--- config.mk ---
export PLATFORM = sky130hd
export DESIGN_NAME = lsu_bus_controller
export DESIGN_NICKNAME = d
export VERILOG_FILES = /design/src/rtl/lsu_bus_controller.sv
export SDC_FILE = /design/constraint.sdc
export NUM_CORES = 1
export LEC_CHECK = 0
export ABC_CLOCK_PERIOD_IN_PS = 3350
export BUFFER_PORTS_ARGS = -buffer_cell sky130_fd_sc_hd__buf_2
export CORE_ASPECT_RATIO = 0.7
export CORE_MARGIN = 3
export CORE_UTILIZATION = 49
export CTS_CLUSTER_SIZE = 40
export DETAILED_ROUTE_END_ITERATION = 16
export GPL_TIMING_DRIVEN = 0
export PLACE_DENSITY = 0.81
export SYNTH_ARGS = -nofsm -noshare
export SYNTH_HDL_FRONTEND = slang
export SYNTH_SLANG_ARGS = --single-unit
--- constraint.sdc ---
create_clock -name clk_i -period 3.35 [get_ports clk_i]
set_input_delay 0 -clock clk_i [delete_from_list [all_inputs] [get_ports clk_i]]
set_output_delay 0 -clock clk_i [all_outputs]
set_load 0.1 [all_outputs]
--- src/rtl/lsu_bus_controller.sv ---
// Load/store unit bus sequencer: drives MEM-stage accesses onto a req/gnt/rvalid
// data bus, stalls the pipeline until the response, and aligns/extends load data.
module lsu_bus_controller #(
    parameter int TIMEOUT_CYCLES = 255
) (
    input  logic        clk_i,
    input  logic        reset_i,
    input  logic        mem_op_valid_i,
    input  logic        mem_write_i,
    input  logic [2:0]  width_src_i,
    input  logic [31:0] addr_i,
    input  logic [31:0] wdata_i,
    input  logic        flush_i,
    output logic        stall_o,
    output logic [31:0] load_data_o,
    output logic        load_valid_o,
    output logic        misalign_o,
    output logic        bus_err_o,
    output logic        bus_req_o,
    output logic        bus_we_o,
    output logic [31:0] bus_addr_o,
    output logic [3:0]  bus_be_o,
    output logic [31:0] bus_wdata_o,
    input  logic        bus_gnt_i,
    input  logic        bus_rvalid_i,
    input  logic [31:0] bus_rdata_i
);

    localparam logic [1:0] IDLE = 2'd0;
    localparam logic [1:0] REQ  = 2'd1;
    localparam logic [1:0] RESP = 2'd2;
    localparam logic [1:0] DONE = 2'd3;

    localparam logic [7:0] CNT_LAST = 8'(TIMEOUT_CYCLES - 1);

    logic [1:0]  state;
    logic [7:0]  cnt;
    logic        discard;
    logic        timed_out;
    logic [31:0] load_data;

    logic        we;
    logic [2:0]  width;
    logic [1:0]  offset;
    logic [3:0]  be;
    logic [31:0] wdata;
    logic [29:0] word_addr;

    logic        fault;
    logic        launch;
    logic        in_req;

    function automatic logic illegal_width(input logic [2:0] w);
        return !(w == 3'b000 || w == 3'b001 || w == 3'b010 ||
                 w == 3'b101 || w == 3'b110);
    endfunction

    function automatic logic [3:0] byte_enables(input logic [2:0] w, input logic [1:0] off);
        logic [3:0] r;
        case (w[1:0])
            2'b00:   r = 4'b1111;
            2'b01:   r = 4'b0001 << off;
            default: r = off[1] ? 4'b1100 : 4'b0011;
        endcase
        return r;
    endfunction

    function automatic logic [31:0] replicate(input logic [2:0] w, input logic [31:0] d);
        logic [31:0] r;
        case (w[1:0])
            2'b01:   r = {4{d[7:0]}};
            2'b10:   r = {2{d[15:0]}};
            default: r = d;
        endcase
        return r;
    endfunction

    function automatic logic [31:0] extend_load(input logic [2:0] w, input logic [1:0] off,
                                                input logic [31:0] rd);
        logic        [31:0] sh;
        logic signed [7:0]  b;
        logic signed [15:0] h;
        logic signed [31:0] r;
        sh = rd >> {off, 3'b000};
        b  = sh[7:0];
        h  = sh[15:0];
        case (w)
            3'b001:  r = b;
            3'b010:  r = h;
            3'b101:  r = {24'd0, sh[7:0]};
            3'b110:  r = {16'd0, sh[15:0]};
            default: r = sh;
        endcase
        return r;
    endfunction

    assign fault = illegal_width(width_src_i) ||
                   (width_src_i[1:0] == 2'b10 && addr_i[0]) ||
                   (width_src_i == 3'b000 && addr_i[1:0] != 2'b00);

    assign launch     = mem_op_valid_i && state == IDLE && !fault && !flush_i;
    assign misalign_o = mem_op_valid_i && state == IDLE && fault;

    // Control path: state, response timer, discard and timeout tracking.
    always_ff @(posedge clk_i) begin
        if (reset_i) begin
            state     <= IDLE;
            cnt       <= 8'd0;
            discard   <= 1'b0;
            timed_out <= 1'b0;
            load_data <= 32'd0;
        end else begin
            case (state)
                IDLE: begin
                    discard   <= 1'b0;
                    timed_out <= 1'b0;
                    if (launch) state <= REQ;
                end
                REQ: begin
                    if (bus_gnt_i) begin
                        state   <= RESP;
                        cnt     <= 8'd0;
                        discard <= flush_i;
                    end else if (flush_i) begin
                        state <= IDLE;
                    end
                end
                RESP: begin
                    if (bus_rvalid_i) begin
                        // A squashed access still has to drain its response.
                        if (discard || flush_i) begin
                            state <= IDLE;
                        end else begin
                            state <= DONE;
                            if (!we) load_data <= extend_load(width, offset, bus_rdata_i);
                        end
                    end else if (cnt == CNT_LAST) begin
                        state     <= DONE;
                        timed_out <= 1'b1;
                        load_data <= 32'd0;
                    end else begin
                        cnt     <= cnt + 8'd1;
                        discard <= discard || flush_i;
                    end
                end
                default: state <= IDLE;
            endcase
        end
    end

    // Access attributes captured at launch and held for the whole transaction.
    always_ff @(posedge clk_i) begin
        if (launch) begin
            we        <= mem_write_i;
            width     <= width_src_i;
            offset    <= addr_i[1:0];
            be        <= byte_enables(width_src_i, addr_i[1:0]);
            wdata     <= replicate(width_src_i, wdata_i);
            word_addr <= addr_i[31:2];
        end
    end

    assign in_req      = state == REQ;
    assign bus_req_o   = in_req;
    assign bus_we_o    = in_req && we;
    assign bus_addr_o  = in_req ? {word_addr, 2'b00} : 32'd0;
    assign bus_be_o    = in_req ? be : 4'd0;
    assign bus_wdata_o = in_req ? wdata : 32'd0;

    assign stall_o      = launch || state == REQ || state == RESP;
    assign load_valid_o = state == DONE && !we;
    assign bus_err_o    = state == DONE && timed_out;
    assign load_data_o  = load_data;

endmodule

==> impl_metrics.csv, run 1 <==
group,metric,value,unit
detailed_routing,wl_met3,1.73,mm
setup_path,reg2reg_slack,1.13,ns
global_route,grt_overflow,0,
setup_path,crit_start,"addr_i[0]",
global_route,grt_pass1_vias,5270,
cts,clkLatencyLatePin,0.41,ns
setup_path,r2r_end,"cnt[6]",
sta,hold_violations,0,
cts,cts-buffers-inserted,17,
cells_and_area,n_fill_cell,705,
global_route,grt.total_usage,0.292,
sta,slew_headroom,0.269,
worst_hold_path,worstHoldPathType,"in -> reg",
synthesis,async_flop_share,0,
setup_path,startpoint_type,"input port",
synthesis,syn_area,5600,sq um
detailed_routing,drc_errors,0,
die,floorplan.initialDensity,0.522,
cells_and_area,multi_input_area,2360,sq um
detailed_routing,via_per_inst,5.46,
synthesis,synth_top_area_share,0.386,
cells_and_area,nets,945,
placed_design,pre_cts_ws,0.257,ns
synthesis,yosys.area_share.simple,0.165,
synthesis,ys_top_cells_by_area,"edfxtp_1, dfxtp_1, and2_1",
synthesis,synthMuxAreaShare,0.0540,
die,rows,31,
detailed_routing,drt_iter0_drc,612,
status,status,"finished clean",
synthesis,synth_compound_area_frac,0.171,
cts,clkSinkCount,116,
sta,skew,0.00783,ns
setup_path,end_kind,"primary output",
detailed_routing,drtPass1Iterations,5,
synthesis,synth-edff-count,72,
placed_design,port_buffers,209,
detailed_routing,top_layer_used,"met4",
synthesis,synth-main-ff-cell,"edfxtp_1",
setup_path,crit_fanout,37,
detailed_routing,num_vias,5405,
cts,clk_pin_slew_worst_paths,0.05,ns
die,die_area,12800,sq um
placed_design,routabilityCongestion,0.956,
sta,fin_crit_sh,0.917,
sta,worst_slack,0.278,ns
setup_path,worst_r2r_path_depth,8,
detailed_routing,drt-met1-wl,7.60,mm
synthesis,synth-xor-area-share,0.00469,
placed_design,placed_cells,882,
detailed_routing,wl_per_cell,19.0,um
cts,cts_root_buffer,"clkbuf_16",
power_and_ir_drop,ir_drop,418,uV
power_and_ir_drop,p_leak,0.00364,uW
sta,layout_min_cycle_time,3.07,ns
detailed_routing,postRouteAntennaNets,0,
cts,cts_buffer_depth,2,
power_and_ir_drop,p_total,4810,uW
setup_path,reg2reg_from,"state[1]",
sta,setup_viol,0,
cells_and_area,drive_gt1_frac,0.312,
placed_design,detailedPlacementHpwl,12.1,mm
synthesis,synth_area_leader_cell,"edfxtp_1",
die,io_pins,212,
synthesis,synth.avg_cell_area,10.7,sq um
sta,tightestPinTransition,1.09,ns
synthesis,synth_top_family_by_area,"compound AO/OA/AOI/OAI gates",
sta,fmax,325,MHz
global_route,grt_max_degree,74,
synthesis,yosysWarnings,0,
global_route,antenna_found_initial,0,
synthesis,ys_seq_area_frac,0.543,
detailed_routing,dr_wl_met2,8.97,mm
cells_and_area,syn2layout_area_growth,45.9,%
detailed_routing,routed_wl,18.8,mm
synthesis,yosys_register_bits,116,
synthesis,synthDistinctLibCells,51,
setup_path,arrival,3.07,ns
synthesis,syn-instance-count,524,
cells_and_area,regArea,3040,sq um
synthesis,synthAdderAreaFrac,0.0223,
die,die_w,134,um
cts,htreeDepth,4,
die,die_height,95.5,um
sta,slew_violations,0,
power_and_ir_drop,power.density,588,nW/um^2
die,core_area,10700,sq um
cts,cts_tree,"built",
job,max_cap_viol_count,0,
cells_and_area,antennaDiodeCount,0,
cts,postCtsSetupBuffers,0,
setup_path,crit_type,"in -> out",
global_route,grt_pass1_wl,28.6,mm
sta,rsz0062_at_grt,"no",
setup_path,crit_end,"stall_o",
setup_path,worstPathRequired,3.35,ns
cells_and_area,fin_cells,990,
[metrics by stage]
step	area (sq um)	setup TNS, ns	hold WS [ns]	util
3_3_place_gp	6840	-0.121	0.177	0.637
4_1_cts	8170	0	0.0399	0.760
2_1_floorplan	5610	0	0.0989	-
3_5_place_dp	6840	0	0.178	0.637
6_report	8180	0	0.0542	0.761
5_1_grt	8180	0	0.0818	0.761
[Yosys cell counts, types with 2 or more instances]
cell / number
edfxtp_1: 72
and2_1: 71
dfxtp_1: 44
a21oi_1: 42
nand2_1: 42
clkbuf_1: 25
nor2_1: 24
mux2i_1: 19
o21ai_0: 18
a22o_1: 17
inv_1: 16
o2bb2ai_1: 15
ha_1: 10
mux2_2: 10
o22ai_1: 10
nand2b_1: 9
a21o_1: 8
a22oi_1: 8
o2111ai_1: 7
buf_2: 6
nand3_1: 5
nor2b_1: 5
and3_1: 3
buf_1: 3
xnor2_1: 3
a211oi_1: 2
buf_4: 2
nor3b_1: 2
o31ai_1: 2
or3_1: 2
or4_1: 2
[critical path: stages]
cell and delay, ns:
dlygate4sd3_1 0.53, buf_2 0.16, nor2_1 0.10, nor3b_1 0.06, a2111oi_1 0.87, and3_4 0.72, or3_1 0.18, buf_2 0.42
[power breakdown]
group / internal [uW] / leakage, uW / total, uW / switching [uW]
sequential: 1580 / 0.00101 / 1600 / 16.4
combinational: 313 / 0.00235 / 1440 / 1130
clock: 1120 / 0.000281 / 1780 / 653
total: 3010 / 0.00364 / 4810 / 1800
[cell type report]
cell class	count	area share
repair buffers	284	0.220
multi-input cells	357	0.288
flip-flops and latches	116	0.372
inverters	16	0.00734
well taps	148	0.0226
clock buffers	24	0.0616
clock inverters	8	0.00872
plain buffers	37	0.0197
[layer usage]
layer	vias to the layer above	GRT usage
li1	2517	-
met1	2509	0.372
met2	334	0.474
met3	45	0.0860
met4	0	0.113
met5	-	0
[cells in the final DEF (no fill, tap or decap), types with 2 or more instances in the layout]
cell type        n
o31ai_1          2
o2bb2ai_1       15
mux2_2          10
mux2i_1         19
and2_1          71
nor3b_1          2
a22oi_1          8
dlygate4sd3_1   75
o2111ai_1        7
nand2_1         42
clkinv_2         4
clkbuf_1        29
or4_1            2
buf_4            2
nor2_1          24
a21o_1           8
ha_1            10
buf_2          215
o22ai_1         10
dfxtp_1         44
or3_1            2
nand3_1          5
inv_1           16
a211oi_1         2
o21ai_0         18
clkinvlp_4       2
a22o_1          17
edfxtp_1        72
xnor2_1          3
and3_1           2
clkbuf_16       19
nand2b_1         9
conb_1           2
a21oi_1         42
nor2b_1          5
buf_1            3
[worst min path at each step]
stage	depth (start not counted)	start	slack, ns	end
2_1_floorplan	0	addr_i[0]	0.1	offset[0]
3_3_place_gp	1	addr_i[28]	0.18	word_addr[26]
3_5_place_dp	1	addr_i[2]	0.18	word_addr[0]
4_1_cts	3	reset_i	0.04	load_data_o[15]
5_1_grt	3	reset_i	0.08	load_data_o[15]
6_report	4	bus_rdata_i[18]	0.05	load_data_o[18]
[logic make-up (layout without fill, tap and decap cells)]
kind of cell	count (synthesis)	in the layout
simple gates	173	174
compound gates	139	139
flops	116	116
buf+inv	53	369
mux	29	29
fa+ha+maj	10	10
xor+xnor	3	3
other cells	1	2
[registers in the layout (all words and copies together) (netlist names)]
register     cells
discard          1
we               1
state            2
cnt              8
be               4
timed_out        1
word_addr       30
wdata           32
offset           2
load_data_o     32
width            3
[repair_timing]
| action | CTS | global route |
|---|---|---|
| resized for setup | 0 | 1 |
| endpoints found under the hold margin | 79 | 0 |
| hold buffers | 75 | 0 |
| setup endpoints to repair | 0 | 1 |
(Power assumes the default switching activity.)
==> inputs of run 2 (changes only) <==
--- a/config.mk
+++ b/config.mk
@@ -14,6 +14,7 @@
 export DETAILED_ROUTE_END_ITERATION = 16
 export GPL_TIMING_DRIVEN = 0
 export PLACE_DENSITY = 0.81
+export RECOVER_POWER = 25
 export SYNTH_ARGS = -nofsm -noshare
 export SYNTH_HDL_FRONTEND = slang
 export SYNTH_SLANG_ARGS = --single-unit
==> run 2 against run 1 <==
  * Sequential power about the same
  * Combinational power barely moved
  * Largest cell class unchanged
  * First-iteration DRC count up 4.1%
  * Critical path depth did not move
  * Routed wire length is 0.29% lower
  * Power is 0.15% lower
  * Non-clock buffer count stayed put
  * Register-to-register slack is essentially flat
  * Critical endpoint unchanged
  * Final cell count stayed put
==> impl_metrics.csv, run 2 (synthesized netlist as in run 1, its figures left out) <==
group,metric,value,unit
setup_path,cpPeakStageDelay,0.85,ns
sta,rsz0062_at_grt,"no",
die,core_area,10700,sq um
cts,cts_root_buffer,"clkbuf_16",
detailed_routing,routed_wl,18.7,mm
worst_hold_path,worstHoldPathType,"in -> reg",
power_and_ir_drop,p_leak,0.00354,uW
cells_and_area,regArea,3040,sq um
global_route,grt_overflow,0,
detailed_routing,top_layer_used,"met4",
sta,fmax,323,MHz
sta,layout_min_cycle_time,3.10,ns
sta,worst_slack,0.253,ns
detailed_routing,drt-met1-wl,7.52,mm
detailed_routing,wl_per_cell,18.9,um
sta,tightestPinTransition,1.21,ns
cells_and_area,nets,945,
global_route,grt_pass1_vias,5270,
setup_path,worstPathRequired,3.35,ns
cells_and_area,final_cell_mix,"buf_2, dlygate4sd3_1, edfxtp_1",
global_route,grt.total_usage,0.292,
cells_and_area,antennaDiodeCount,0,
power_and_ir_drop,ir_drop,414,uV
setup_path,arrival,3.10,ns
sta,slew_violations,0,
global_route,grt_max_degree,74,
power_and_ir_drop,p_total,4800,uW
die,floorplan.initialDensity,0.522,
detailed_routing,via_per_inst,5.49,
cells_and_area,drive_gt1_frac,0.279,
cts,clkLatencyLatePin,0.41,ns
detailed_routing,dr_wl_met2,8.90,mm
detailed_routing,drtPass1Iterations,5,
detailed_routing,wl_met3,1.77,mm
die,io_pins,212,
detailed_routing,drt_iter0_drc,637,
detailed_routing,postRouteAntennaNets,0,
detailed_routing,drc_errors,0,
die,die_height,95.5,um
die,rows,31,
setup_path,crit_fanout,37,
sta,hold_violations,0,
cts,cts_tree,"built",
placed_design,port_buffers,209,
sta,fin_crit_sh,0.924,
placed_design,detailedPlacementHpwl,12.1,mm
sta,skew,0.00793,ns
cts,cts-buffers-inserted,17,
sta,setup_viol,0,
sta,slew_headroom,0.199,
cts,clk_pin_slew_worst_paths,0.05,ns
setup_path,end_kind,"primary output",
status,status,"finished clean",
cells_and_area,syn2layout_area_growth,45.3,%
global_route,antenna_found_initial,0,
cts,clkSinkCount,116,
setup_path,crit_type,"in -> out",
cts,htreeDepth,4,
setup_path,cp_cell_sequence,"dlygate4sd3_1 > clkbuf_1 > nor2_1 > nor3b_1 > a2111oi_1 > and3_4 > or3_1 > buf_2",
cells_and_area,multi_input_area,2360,sq um
cells_and_area,n_fill_cell,723,
global_route,grt_pass1_wl,28.6,mm
power_and_ir_drop,power.density,590,nW/um^2
placed_design,pre_cts_ws,0.257,ns
cells_and_area,layout_commonest_cell,"buf_2",
placed_design,routabilityCongestion,0.956,
setup_path,startpoint_type,"input port",
job,max_cap_viol_count,0,
die,die_w,134,um
die,die_area,12800,sq um
detailed_routing,num_vias,5438,
cts,cts_buffer_depth,2,
setup_path,cp_slowest_cell,"a2111oi_1",
cts,postCtsSetupBuffers,0,
[run 2: cell count changes in the layout (fill, tap and decap cells not counted)]
cell	delta
and2_0	+1
clkbuf_1	+28
buf_2	-28
and2_1	-1
[run 2: layout make-up]
class	instances	area share
inverter	16	0.00737
clock inverter	8	0.00876
clock buffer	24	0.0619
tap	148	0.0227
multi-input combinational	357	0.289
timing repair buffer	284	0.216
buffer	37	0.0198
sequential	116	0.374
[run 2: what timing repair did]
| item | 4_1_cts | 5_1_grt |
|---|---|---|
| endpoints found under the setup margin | 0 | 1 |
| resized for setup | 0 | 1 |
| hold buffers | 75 | 0 |
| hold endpoints to repair | 79 | 0 |
[run 2: worst paths after layout]
check	from	to	slack, ns	cells past startpoint
worst min register to register	load_data_o[4]	load_data_o[4]	0.46	2
worst min-delay path	bus_rdata_i[18]	load_data_o[18]	0.05	4
worst max-delay path	addr_i[0]	stall_o	0.25	8
worst max register to register	state[1]	cnt[5]	1.14	8
[run 2: where the power goes]
group / internal, uW / total (uW) / switching, uW
logic: 310 / 1440 / 1130
clock network: 1120 / 1770 / 650
registers: 1580 / 1600 / 16.4
total: 3010 / 4800 / 1790
[run 2: worst max-delay path: cells and delay by family]
family | cells | cell delay, ns
buffers and inverters | 3 | 1.13
AND/OR/NAND/NOR | 4 | 1.10
AO/OA/AOI/OAI | 1 | 0.85
[run 2: routing by layer]
metal,track usage,up-vias
met5,0,-
met4,0.113,0
met3,0.0860,53
met2,0.474,330
met1,0.372,2546
li1,-,2509
[run 2: stage by stage]
step                      hold WS [ns]  instance area [sq um]   util  std cells  setup TNS (ns)
final                           0.0534                   8140  0.758        990               0
after global routing            0.0818                   8140  0.758        990               0
after CTS                       0.0399                   8170  0.760        989               0
after detailed placement         0.178                   6840  0.637        882               0
after global placement           0.177                   6840  0.637        882          -0.121
after floorplan                 0.0989                   5610      -        525               0
